[src/rtl/mem_arbiter_pkg.sv]
// Shared arbiter definitions: the transaction state machine encoding.
package mem_arbiter_pkg;

    typedef enum logic [1:0] {
        IDLE    = 2'd0,
        BUSY    = 2'd1,
        RESPOND = 2'd2
    } ArbState;

endpackage

[src/rtl/requests_pkg.sv]
// Request/result types shared by the CPU-side MMUs and the memory system.
package requests_pkg;

    typedef struct packed {
        logic [31:0] addr;
        logic [31:0] data;
        logic        isWrite;
        logic        isPrivaliged;
        logic        isValid;
    } cpuMemRequest_t;

    typedef struct packed {
        logic [31:0] data;
        logic        isValid;
    } cpuMemResult_t;

endpackage

[src/rtl/mem_arbiter.sv]
// Two-port round-robin arbiter in front of a single memory port.
// One transaction is outstanding at a time; a hung memory is aborted
// after TIMEOUT_CYCLES busy cycles and answered with data 0.
module mem_arbiter
    import requests_pkg::*;
    import mem_arbiter_pkg::*;
#(
    parameter int TIMEOUT_CYCLES = 256
) (
    input  logic           clock,
    input  logic           reset,
    input  cpuMemRequest_t port0_request,
    output cpuMemResult_t  port0_result,
    input  cpuMemRequest_t port1_request,
    output cpuMemResult_t  port1_result,
    output cpuMemRequest_t mem_request,
    input  cpuMemResult_t  mem_result,
    output logic           grant,
    output logic           busy,
    output logic           timeout_error
);

    localparam int            CW       = $clog2(TIMEOUT_CYCLES) + 1;
    localparam logic [CW-1:0] CNT_LAST = CW'(TIMEOUT_CYCLES - 1);
    localparam logic [CW-1:0] CNT_MAX  = {CW{1'b1}};
    localparam logic [CW-1:0] CNT_ONE  = {{(CW-1){1'b0}}, 1'b1};

    ArbState        state_r,         state_s;
    cpuMemRequest_t mem_request_r,   mem_request_s;
    cpuMemResult_t  port0_result_r,  port0_result_s;
    cpuMemResult_t  port1_result_r,  port1_result_s;
    logic           grant_r,         grant_s;
    logic           last_grant_r,    last_grant_s;
    logic           busy_r,          busy_s;
    logic           timeout_error_r, timeout_error_s;
    logic [CW-1:0]  count_r,         count_s;
    logic           winner_s;

    // State and all outputs are registered; reset abandons any transaction.
    always_ff @(posedge clock or posedge reset) begin
        if (reset) begin
            state_r         <= IDLE;
            mem_request_r   <= '0;
            port0_result_r  <= '0;
            port1_result_r  <= '0;
            grant_r         <= 1'b0;
            last_grant_r    <= 1'b1;
            busy_r          <= 1'b0;
            timeout_error_r <= 1'b0;
            count_r         <= '0;
        end else begin
            state_r         <= state_s;
            mem_request_r   <= mem_request_s;
            port0_result_r  <= port0_result_s;
            port1_result_r  <= port1_result_s;
            grant_r         <= grant_s;
            last_grant_r    <= last_grant_s;
            busy_r          <= busy_s;
            timeout_error_r <= timeout_error_s;
            count_r         <= count_s;
        end
    end

    // Round-robin pick, next-state and next-output logic.
    always_comb begin
        state_s         = state_r;
        mem_request_s   = mem_request_r;
        port0_result_s  = '0;
        port1_result_s  = '0;
        grant_s         = grant_r;
        last_grant_s    = last_grant_r;
        timeout_error_s = 1'b0;
        count_s         = count_r;

        // On contention the port that did not win last time goes first.
        if (port0_request.isValid && port1_request.isValid) begin
            winner_s = ~last_grant_r;
        end else if (port1_request.isValid) begin
            winner_s = 1'b1;
        end else begin
            winner_s = 1'b0;
        end

        case (state_r)
            IDLE: begin
                if (port0_request.isValid || port1_request.isValid) begin
                    mem_request_s         = winner_s ? port1_request : port0_request;
                    mem_request_s.isValid = 1'b1;
                    grant_s               = winner_s;
                    count_s               = '0;
                    state_s               = BUSY;
                end else begin
                    state_s = IDLE;
                end
            end
            BUSY: begin
                // A real answer beats a timeout expiring on the same edge.
                if (mem_result.isValid || (count_r == CNT_LAST)) begin
                    mem_request_s.isValid = 1'b0;
                    last_grant_s          = grant_r;
                    timeout_error_s       = ~mem_result.isValid;
                    state_s               = RESPOND;
                    if (grant_r) begin
                        port1_result_s.data    = mem_result.isValid ? mem_result.data : 32'h0;
                        port1_result_s.isValid = 1'b1;
                    end else begin
                        port0_result_s.data    = mem_result.isValid ? mem_result.data : 32'h0;
                        port0_result_s.isValid = 1'b1;
                    end
                end else if (count_r != CNT_MAX) begin
                    count_s = count_r + CNT_ONE;
                end else begin
                    count_s = count_r;
                end
            end
            RESPOND: begin
                state_s = IDLE;
            end
            default: begin
                state_s               = IDLE;
                mem_request_s.isValid = 1'b0;
            end
        endcase

        busy_s = (state_s != IDLE);
    end

    assign mem_request   = mem_request_r;
    assign port0_result  = port0_result_r;
    assign port1_result  = port1_result_r;
    assign grant         = grant_r;
    assign busy          = busy_r;
    assign timeout_error = timeout_error_r;

endmodule

[config.mk]
export PLATFORM = sky130hd
export DESIGN_NAME = mem_arbiter
export DESIGN_NICKNAME = d
export VERILOG_FILES = /design/src/rtl/mem_arbiter_pkg.sv /design/src/rtl/requests_pkg.sv /design/src/rtl/mem_arbiter.sv
export SDC_FILE = /design/constraint.sdc
export NUM_CORES = 1
export LEC_CHECK = 0
export ABC_AREA = 1
export BUFFER_PORTS_ARGS = -buffer_cell sky130_fd_sc_hd__clkbuf_2
export CORE_ASPECT_RATIO = 0.5
export CORE_MARGIN = 3
export CORE_UTILIZATION = 30
export CTS_CLUSTER_DIAMETER = 60
export DETAILED_ROUTE_END_ITERATION = 6
export HOLD_SLACK_MARGIN = 0.05
export PLACE_DENSITY = 0.61
export SYNTH_ARGS = -nofsm -noshare
export SYNTH_HDL_FRONTEND = slang
export SYNTH_SLANG_ARGS = --single-unit
[constraint.sdc]
create_clock -name clock -period 10.95 [get_ports clock]
set_input_delay 1.095 -clock clock [delete_from_list [all_inputs] [get_ports clock]]
set_output_delay 1.095 -clock clock [all_outputs]
set_load 0.01 [all_outputs]
==> results of run 1 <==
-- layer usage --
layer,track usage,part of all wire,up-vias,wire length (um)
met1,0.204,0.43,2579,7550
li1,-,-,2624,-
met3,0.0416,0.050,31,891
met5,0,0,-,0
met4,0.0620,0.023,0,398
met2,0.266,0.50,180,8820
-- cell type report --
cell class / instances / area share
clock inverters: 14 / 0.0197
diodes: 1 / 0.000300
inverters: 17 / 0.00826
clock buffers: 18 / 0.0515
repair buffers: 309 / 0.187
flip-flops and latches: 148 / 0.445
multi-input cells: 434 / 0.248
well taps: 266 / 0.0400
-- cells by family (layout without fill, tap and decap cells) --
logic type	Yosys count	after routing	synth area share
XOR/XNOR	1	1	0.00145
AND/OR/NAND/NOR	288	288	0.213
flip-flops	148	148	0.612
adder cells (fa/ha/maj)	3	3	0.00620
AO/OA/AOI/OAI	142	142	0.119
buffers and inverters	58	358	0.0484
other	0	1	0
-- layout by cell type (no fill, tap or decap), drive strengths merged, types with 2 or more instances in the layout --
master / count
dfrtp: 147
nand3: 8
ha: 3
o21ai: 137
nor2: 148
bufinv: 2
inv: 25
clkinvlp: 3
nand4: 2
nand2: 128
clkbuf: 322
buf: 5
a21oi: 3
-- flip-flops by register name (all words and copies together) (netlist names) --
| register | count |
|---|---|
| port0_result | 33 |
| state_r | 2 |
| port1_result | 33 |
| count_r | 9 |
| busy | 1 |
| mem_request | 67 |
| last_grant_r | 1 |
| timeout_error | 1 |
| grant | 1 |
-- worst min-delay path by stage --
stage / from / endpoint / slack [ns]
2_1_floorplan: count_r[1] / count_r[1] / 0.48
3_5_place_dp: mem_request[28] / mem_request[28] / 0.47
6_report: mem_request[10] / mem_request[10] / 0.48
5_1_grt: mem_request[9] / mem_request[9] / 0.51
4_1_cts: mem_request[10] / mem_request[10] / 0.49
3_3_place_gp: mem_request[17] / mem_request[17] / 0.47
-- worst max-delay path, stage by stage --
cell      delay [ns]
clkbuf_2        0.12
o21ai_4         0.06
buf_4           0.28
buf_4           0.31
inv_2           0.75
o21ai_0         0.28
o21ai_0         0.22
-- power by group --
| group | switching, mW | internal, mW |
|---|---|---|
| Combinational | 0.456 | 0.244 |
| Clock | 0.255 | 0.343 |
| Sequential | 0.0912 | 0.716 |
-- through the flow --
step	worst slack, ns	instance area [um^2]	hold slack, ns
3_3_place_gp	7.75	7730	0.466
5_1_grt	7.99	8330	0.508
2_1_floorplan	5.88	6050	0.475
4_1_cts	8.16	8330	0.489
3_5_place_dp	7.68	7730	0.473
6_report	8.12	8330	0.484
==> metrics.txt, run 1 <==
R2R Setup Slk roughly 8 ns; DRT iter0 DRCs roughly 320; fin cells roughly 1,200; post-DP HPWL about 12,000 um; core area 19,600 um^2; count leader, synth dfrtp_1; CP startpoint port1_request[0]; Final Hold Viols 0; CTS tree built; drt pass-1 iters 7; Mapped Area between 6000 and 7000 um^2; worst clock skew around 0.010 ns; total grt overflow 0; Arr. time, crit path about 3.2 ns; H-tree depth 4; startpoint types input pin; CP endpoint mem_request[24]; syn_area_per_cell 9.46 um^2; Post-Route WL ~18,000 um; Cells after Synth 640; hold_buf cts 0; leading area contributor after synthesis dfrtp_1; Yosys warning total 0; GP Congestion 0.804; synth cell count leaders dfrtp_1 (147), nand2_1 (127), nor2_1 (116); vias per cell ~4.5; final setup violation count 0; worst slew pin tran about 1 ns; count of pins over their slew limit 0; Clock Tree Buf Depth 2; unrepaired setup endpoints after global routing no; type of the worst setup path input pin to register; total power ~2.1 mW; crit end category register; dpl cells 1,174; Worst Hold Class register to register; Antenna Nets Post-Route 0; Worst-path clk slew ~0.060 ns; Total Routing Usage GR 0.162; layout cells sized above 1 0.404; clk_lat worst skew 0.42 ns; drt drc 0; Clock Sinks approximately 150; Fillers roughly 2,000; Worst R2R End mem_request[24]; minimum clock period ~2.8 ns; Final nets roughly 1,100; Post-synth ARST share 1.00; TritonCTS buffer count 17; DR WL/cell around 15 um; clock root buffer master clkbuf_16; setup repair bufs after CTS 0; IO buf count ~300; Pwr per Cell Area 253 nW/um^2; fin util 0.424; register area roughly 3700 um^2; via count around 5,400; Post-synth EDFFs 0; initial antenna violation count 1; Hold Crit Depth 2; count of cell types in the netlist 27; area of the multi-input gates roughly 2100 um^2; Top FF cell, synth dfrtp_1; boundary pin count between 300 and 400; cells resized by post-CTS repair 0; sequential fraction of the synthesis area 0.612; vias in the first global route ~5,400; outcome finished, final reports clean; Rel. slew slack 0.341; Worst Path Max Fanout 67; global-route wire length before repair 27,800 um; Max Cap Viol 0; syn_nets about 810; Chip Width 207 um; RR Startpoint state_r[1]; Leak between 4 and 5 nW; post-synthesis sequential element count between 100 and 150; Initial Utilization 0.308; area grow syn2layout 37.5%; die height 106 um; FF-to-FF path depth 7; num rows 36; top cell type's share of synthesized area 0.608; Die ar. approximately 22,000 um^2; largest cells by area after synthesis dfrtp_1 (61%), o21ai_0 (9.5%), nand2_1 (7.9%); worst path required time 11.28 ns; largest net degree at the start of global routing 83; VDD IR max between 0.1 and 0.15 mV; fmax between 0.3 and 0.4 GHz; Final Cycle Share 0.259; Setup TNS Final 0 ns
(Power assumes the default switching activity.)
==> inputs of run 2 (changes only) <==
Settings changed: PLACE_DENSITY 0.61 to 0.63.
Clock period 10.95 ns to 2.5 ns, I/O delays scaled along.
==> metrics.txt, run 2 (synthesized netlist as in run 1, its figures left out) <==
final setup margin 0.255 ns (was 8.12 ns); Pwr per Cell Area 1080 nW/um^2 (was 253 nW/um^2); Setup TNS Final 0 ns (unchanged); clock root buffer master clkbuf_16 (unchanged); num rows 36 (unchanged); final setup violation count 0 (unchanged); Chip Width 207 um (unchanged); commonest non-fill, non-tap cells in the layout clkbuf_2 (304), dfrtp_1 (147), nand2_1 (127) (unchanged); die height 106 um (unchanged); core area 19,600 um^2 (unchanged); Fillers 1,981 (was 2,001); initial antenna violation count 0 (was 1); drt pass-1 iters 7 (unchanged); vias in the first global route 5,337 (was 5,364); Die ar. 22,000 um^2 (unchanged); Clock Tree Buf Depth 2 (unchanged); total grt overflow 0 (unchanged); worst slew pin tran 0.929 ns (was 0.988 ns); Antenna Nets Post-Route 0 (unchanged); area grow syn2layout 39.5% (was 37.5%); Worst-path clk slew 0.07 ns (was 0.06 ns); vias per cell 4.42 (was 4.49); minimum clock period about 2.2 ns; register area 3700 um^2 (unchanged); largest net degree at the start of global routing 68 (was 83); via count 5,371 (was 5,414); Max Cap Viol 0 (unchanged); drt drc 0 (unchanged); Worst Path Max Fanout 12 (was 67); count of pins over their slew limit 0 (unchanged); Clock Sinks 148 (unchanged); fmax between 0.4 and 0.5 GHz; max reg flops 67 (unchanged); Leak 4.42 nW (was 4.37 nW); hold_buf cts 6 (was 0); placed cell areas 7820 um^2 (was 7730 um^2); boundary pin count 305 (unchanged); post-DP HPWL 12,300 um (was 12,200 um); DR WL/cell 14.2 um (was 14.6 um); Worst Hold Class input pin to register (was register to register); cells resized by post-CTS repair 0 (unchanged); Final Cycle Share 0.898; Rel. slew slack 0.380 (was 0.341); Final Hold Viols 0 (unchanged); Initial Utilization 0.308 (unchanged); IO buf count 304 (unchanged); outcome finished, final reports clean (unchanged); layout cells sized above 1 0.405 (was 0.404); worst hold slack 0.0808 ns (was 0.484 ns); Final nets 1,109 (was 1,099); Arr. time, crit path 2.54 ns (was 3.16 ns); startpoint types register (was input pin); clk_lat worst skew 0.42 ns (about the same); type of the worst setup path register to register (was input pin to register); dpl cells 1,178 (was 1,174); worst clock skew 0.00900 ns (was 0.0101 ns); crit end category register (unchanged); setup repair bufs after CTS 0 (unchanged); global-route wire length before repair 27,200 um (was 27,800 um); H-tree depth 4 (unchanged); VDD IR max 0.467 mV (was 0.107 mV); CTS tree built (unchanged); total power 9.09 mW (was 2.10 mW); fin util 0.430 (was 0.424); Total Routing Usage GR 0.157 (was 0.162); # diodes 0 (was 1); Post-Route WL 17,200 um (was 17,700 um); TritonCTS buffer count 17 (unchanged); worst path required time 2.80 ns (was 11.28 ns); GP Congestion 0.785 (was 0.804); fin cells 1,216 (was 1,207); pre-CTS WS 0.297 ns (was 7.68 ns); unrepaired setup endpoints after global routing no (unchanged); DRT iter0 DRCs 256 (was 323); final instance area 8440 um^2 (was 8330 um^2); area of the multi-input gates 2060 um^2 (was 2070 um^2); most common cell after layout, fill and taps aside clkbuf_2 (unchanged)
## run 2: where the power goes
group | total [mW] | internal [mW] | switching (mW)
Sequential | 3.54 | 3.14 | 0.401
Combinational | 3.12 | 1.12 | 2.00
Clock | 2.43 | 1.32 | 1.11
## run 2: cell type report
type                    count  area share
clock inverters            15      0.0163
flip-flops and latches    148       0.439
inverters                  17     0.00800
clock buffers              17      0.0504
repair buffers            319       0.203
well taps                 266      0.0394
multi-input cells         434       0.244
## run 2: final timing paths
kind                                  from                to  slack, ns  depth (start not counted)
max                             count_r[0]        count_r[4]       0.26                         12
min                         mem_result[14]  port0_result[14]       0.08                          3
max reg2reg                     count_r[0]        count_r[4]       0.26                         12
min reg2reg                mem_request[22]   mem_request[22]       0.48                          2
max in group asynchronous            reset      last_grant_r       1.28                          4
min in group asynchronous            reset   port0_result[0]       0.50                          3
## run 2: routing by layer
| layer | track usage | wire [um] | part of all wire |
|---|---|---|---|
| met5 | 0 | 0 | 0 |
| met1 | 0.193 | 7430 | 0.43 |
| met3 | 0.0416 | 932 | 0.054 |
| met4 | 0.0432 | 281 | 0.016 |
| met2 | 0.272 | 8570 | 0.50 |
## run 2: worst max-delay path, stage by stage (launching register included)
cell and delay (ns):
dfrtp_1 0.40, ha_1 0.25, nand2_1 0.11, inv_1 0.05, nand4_1 0.08, nor2_1 0.07, ha_1 0.24, nor2_4 0.15
nand3_1 0.14, nand2_1 0.30, inv_1 0.17, nand2_1 0.08, o21ai_0 0.08
==> inputs of run 3 (changes only) <==
Settings changed: PLACE_DENSITY 0.63 to 0.61.
Clock period 2.5 ns to 2.2 ns, I/O delays scaled along.
==> metrics.txt, run 3 (synthesized netlist as in run 1, its figures left out) <==
outcome finished, final reports clean (unchanged); unrepaired setup endpoints after global routing no (unchanged); die height 106 um (unchanged); most common cell after layout, fill and taps aside clkbuf_2 (unchanged); DRT iter0 DRCs 314 (was 256); type of the worst setup path register to register (unchanged); Setup TNS Final 0 ns (unchanged); setup repair bufs after CTS 0 (unchanged); Clock Tree Buf Depth 2 (unchanged); crit-path cells ha_1, nand2_1, inv_1, nand4_1, nor2_2, ha_2, nor2_4, nand3_1, nand2_4, nand3_1, nand2_1, nor2_1 (was ha_1, nand2_1, inv_1, nand4_1, nor2_1, ha_1, nor2_4, nand3_1, nand2_1, inv_1, nand2_1, o21ai_0); Final Cycle Share 0.900 (was 0.898); crit end category register (unchanged); Post-Route WL 18,100 um (was 17,200 um); Total Routing Usage GR 0.166 (was 0.157); CTS tree built (unchanged); Worst Hold Class input pin to register (unchanged); Initial Utilization 0.308 (unchanged); total grt overflow 0 (unchanged); H-tree depth 4 (unchanged); area grow syn2layout 43.7% (was 39.5%); via count 5,477 (was 5,371); Rel. slew slack 0.345 (was 0.380); minimum clock period 1.98 ns (was 2.24 ns); DR WL/cell 14.6 um (was 14.2 um); clk_lat worst skew 0.42 ns (about the same); TritonCTS buffer count 17 (unchanged); largest net degree at the start of global routing 68 (unchanged); worst slew pin tran 0.983 ns (was 0.929 ns); max reg flops 67 (unchanged); Clock Sinks 148 (unchanged); Final Hold Viols 0 (unchanged); CP max-delay cell dfrtp_1 (unchanged); CP top delay family simple AND/OR/NAND/NOR gates (unchanged); boundary pin count 305 (unchanged); final setup violation count 0 (unchanged); initial antenna violation count 1 (was 0); layout cells sized above 1 0.402 (was 0.405); VDD IR max 0.490 mV (was 0.467 mV); drt pass-1 iters 4 (was 7); num rows 36 (unchanged); Antenna Nets Post-Route 0 (unchanged); Max Cap Viol 0 (unchanged); Worst Path Max Fanout 12 (unchanged); fin cells 1,241 (was 1,216); final instance area 8700 um^2 (was 8440 um^2); CP peak stage delay 0.40 ns (about the same); dpl cells 1,180 (was 1,178); worst path required time 2.50 ns (was 2.80 ns); vias per cell 4.41 (was 4.42); GP Congestion 0.818 (was 0.785); fmax 0.505 GHz (was 0.446 GHz); commonest non-fill, non-tap cells in the layout clkbuf_2 (304), dfrtp_1 (147), nand2_1 (126) (was clkbuf_2 (304), dfrtp_1 (147), nand2_1 (127)); count of pins over their slew limit 0 (unchanged); worst clock skew 0.00779 ns (was 0.00900 ns); Worst-path clk slew 0.07 ns (about the same); Arr. time, crit path 2.28 ns (was 2.54 ns); vias in the first global route 5,576 (was 5,337); placed cell areas 7810 um^2 (was 7820 um^2); Chip Width 207 um (unchanged); Leak 4.53 nW (was 4.42 nW); startpoint types register (unchanged); Final nets 1,133 (was 1,109); core area 19,600 um^2 (unchanged); Die ar. 22,000 um^2 (unchanged); clock root buffer master clkbuf_16 (unchanged); post-DP HPWL 12,400 um (was 12,300 um); global-route wire length before repair 28,800 um (was 27,200 um); Critical path buffers and inverters 1 (was 2); Pwr per Cell Area 1210 nW/um^2 (was 1080 nW/um^2); drt drc 0 (unchanged); IO buf count 304 (unchanged)
## run 3: cell count changes in the layout (fill, tap and decap cells not counted), sizes merged, moves of 2 or more
| cell | previous run | this run |
|---|---|---|
| buf | 9 | 11 |
| clkinvlp | 4 | 2 |
| inv | 26 | 22 |
| dlygate4sd3 | 6 | 28 |
| clkinv | 2 | 5 |
| clkbuf | 321 | 323 |
## run 3: final timing paths
path,from,cells after the start,slack (ns),endpoint
max in group asynchronous,reset,4,1.16,last_grant_r
min,port1_request[26],3,0.08,mem_request[26]
min in group asynchronous,reset,3,0.39,port0_result[23]
max reg2reg,count_r[0],12,0.22,count_r[5]
max,count_r[0],12,0.22,count_r[5]
min reg2reg,mem_request[6],2,0.49,mem_request[6]
## run 3: metal layers
metal / up-vias / GRT usage / share of wire / wire length, um
li1: 2699 / - / - / -
met1: 2597 / 0.207 / 0.43 / 7770
met2: 158 / 0.279 / 0.50 / 9110
met3: 23 / 0.0388 / 0.047 / 856
met4: 0 / 0.0620 / 0.018 / 331
met5: - / 0 / 0 / 0
## run 3: worst register-to-register path: cells and delay by family (launching register included)
family | cells | cell delay (ns)
buffers and inverters | 1 | 0.04
flip-flops | 1 | 0.40
AND/OR/NAND/NOR | 9 | 0.97
adder cells (fa/ha/maj) | 2 | 0.45
## run 3: repair_timing
item / CTS / global route
gates resized for setup: 0 / 6
endpoints found under the hold margin: 52 / 0
endpoints found under the setup margin: 0 / 9
hold buffers: 28 / 0
## run 3: layout make-up
type	instances	area, um^2
Inverter	17	67.6
Multi-Input combinational cell	434	2080
Sequential cell	148	3700
Clock inverter	13	136
Timing Repair Buffer	343	1920
Tap cell	266	333
Antenna cell	1	2.50
Clock buffer	19	453
Fill cell	1932	10900
## run 3: power breakdown
group          switching, mW  internal (mW)
clock network           1.22           1.65
logic                   2.32           1.28
registers              0.443           3.56
## run 3: stage by stage
step                 util  hold WS (ns)  setup WS [ns]  total power [mW]
floorplan               -         0.365          0.120              6.22
global placement    0.398         0.246          0.110              7.59
detailed placement  0.398         0.259         0.0349              7.66
CTS                 0.442        0.0501         0.0472              10.6
global route        0.443        0.0582         0.0233              11.3
finish              0.443        0.0770          0.220              10.5
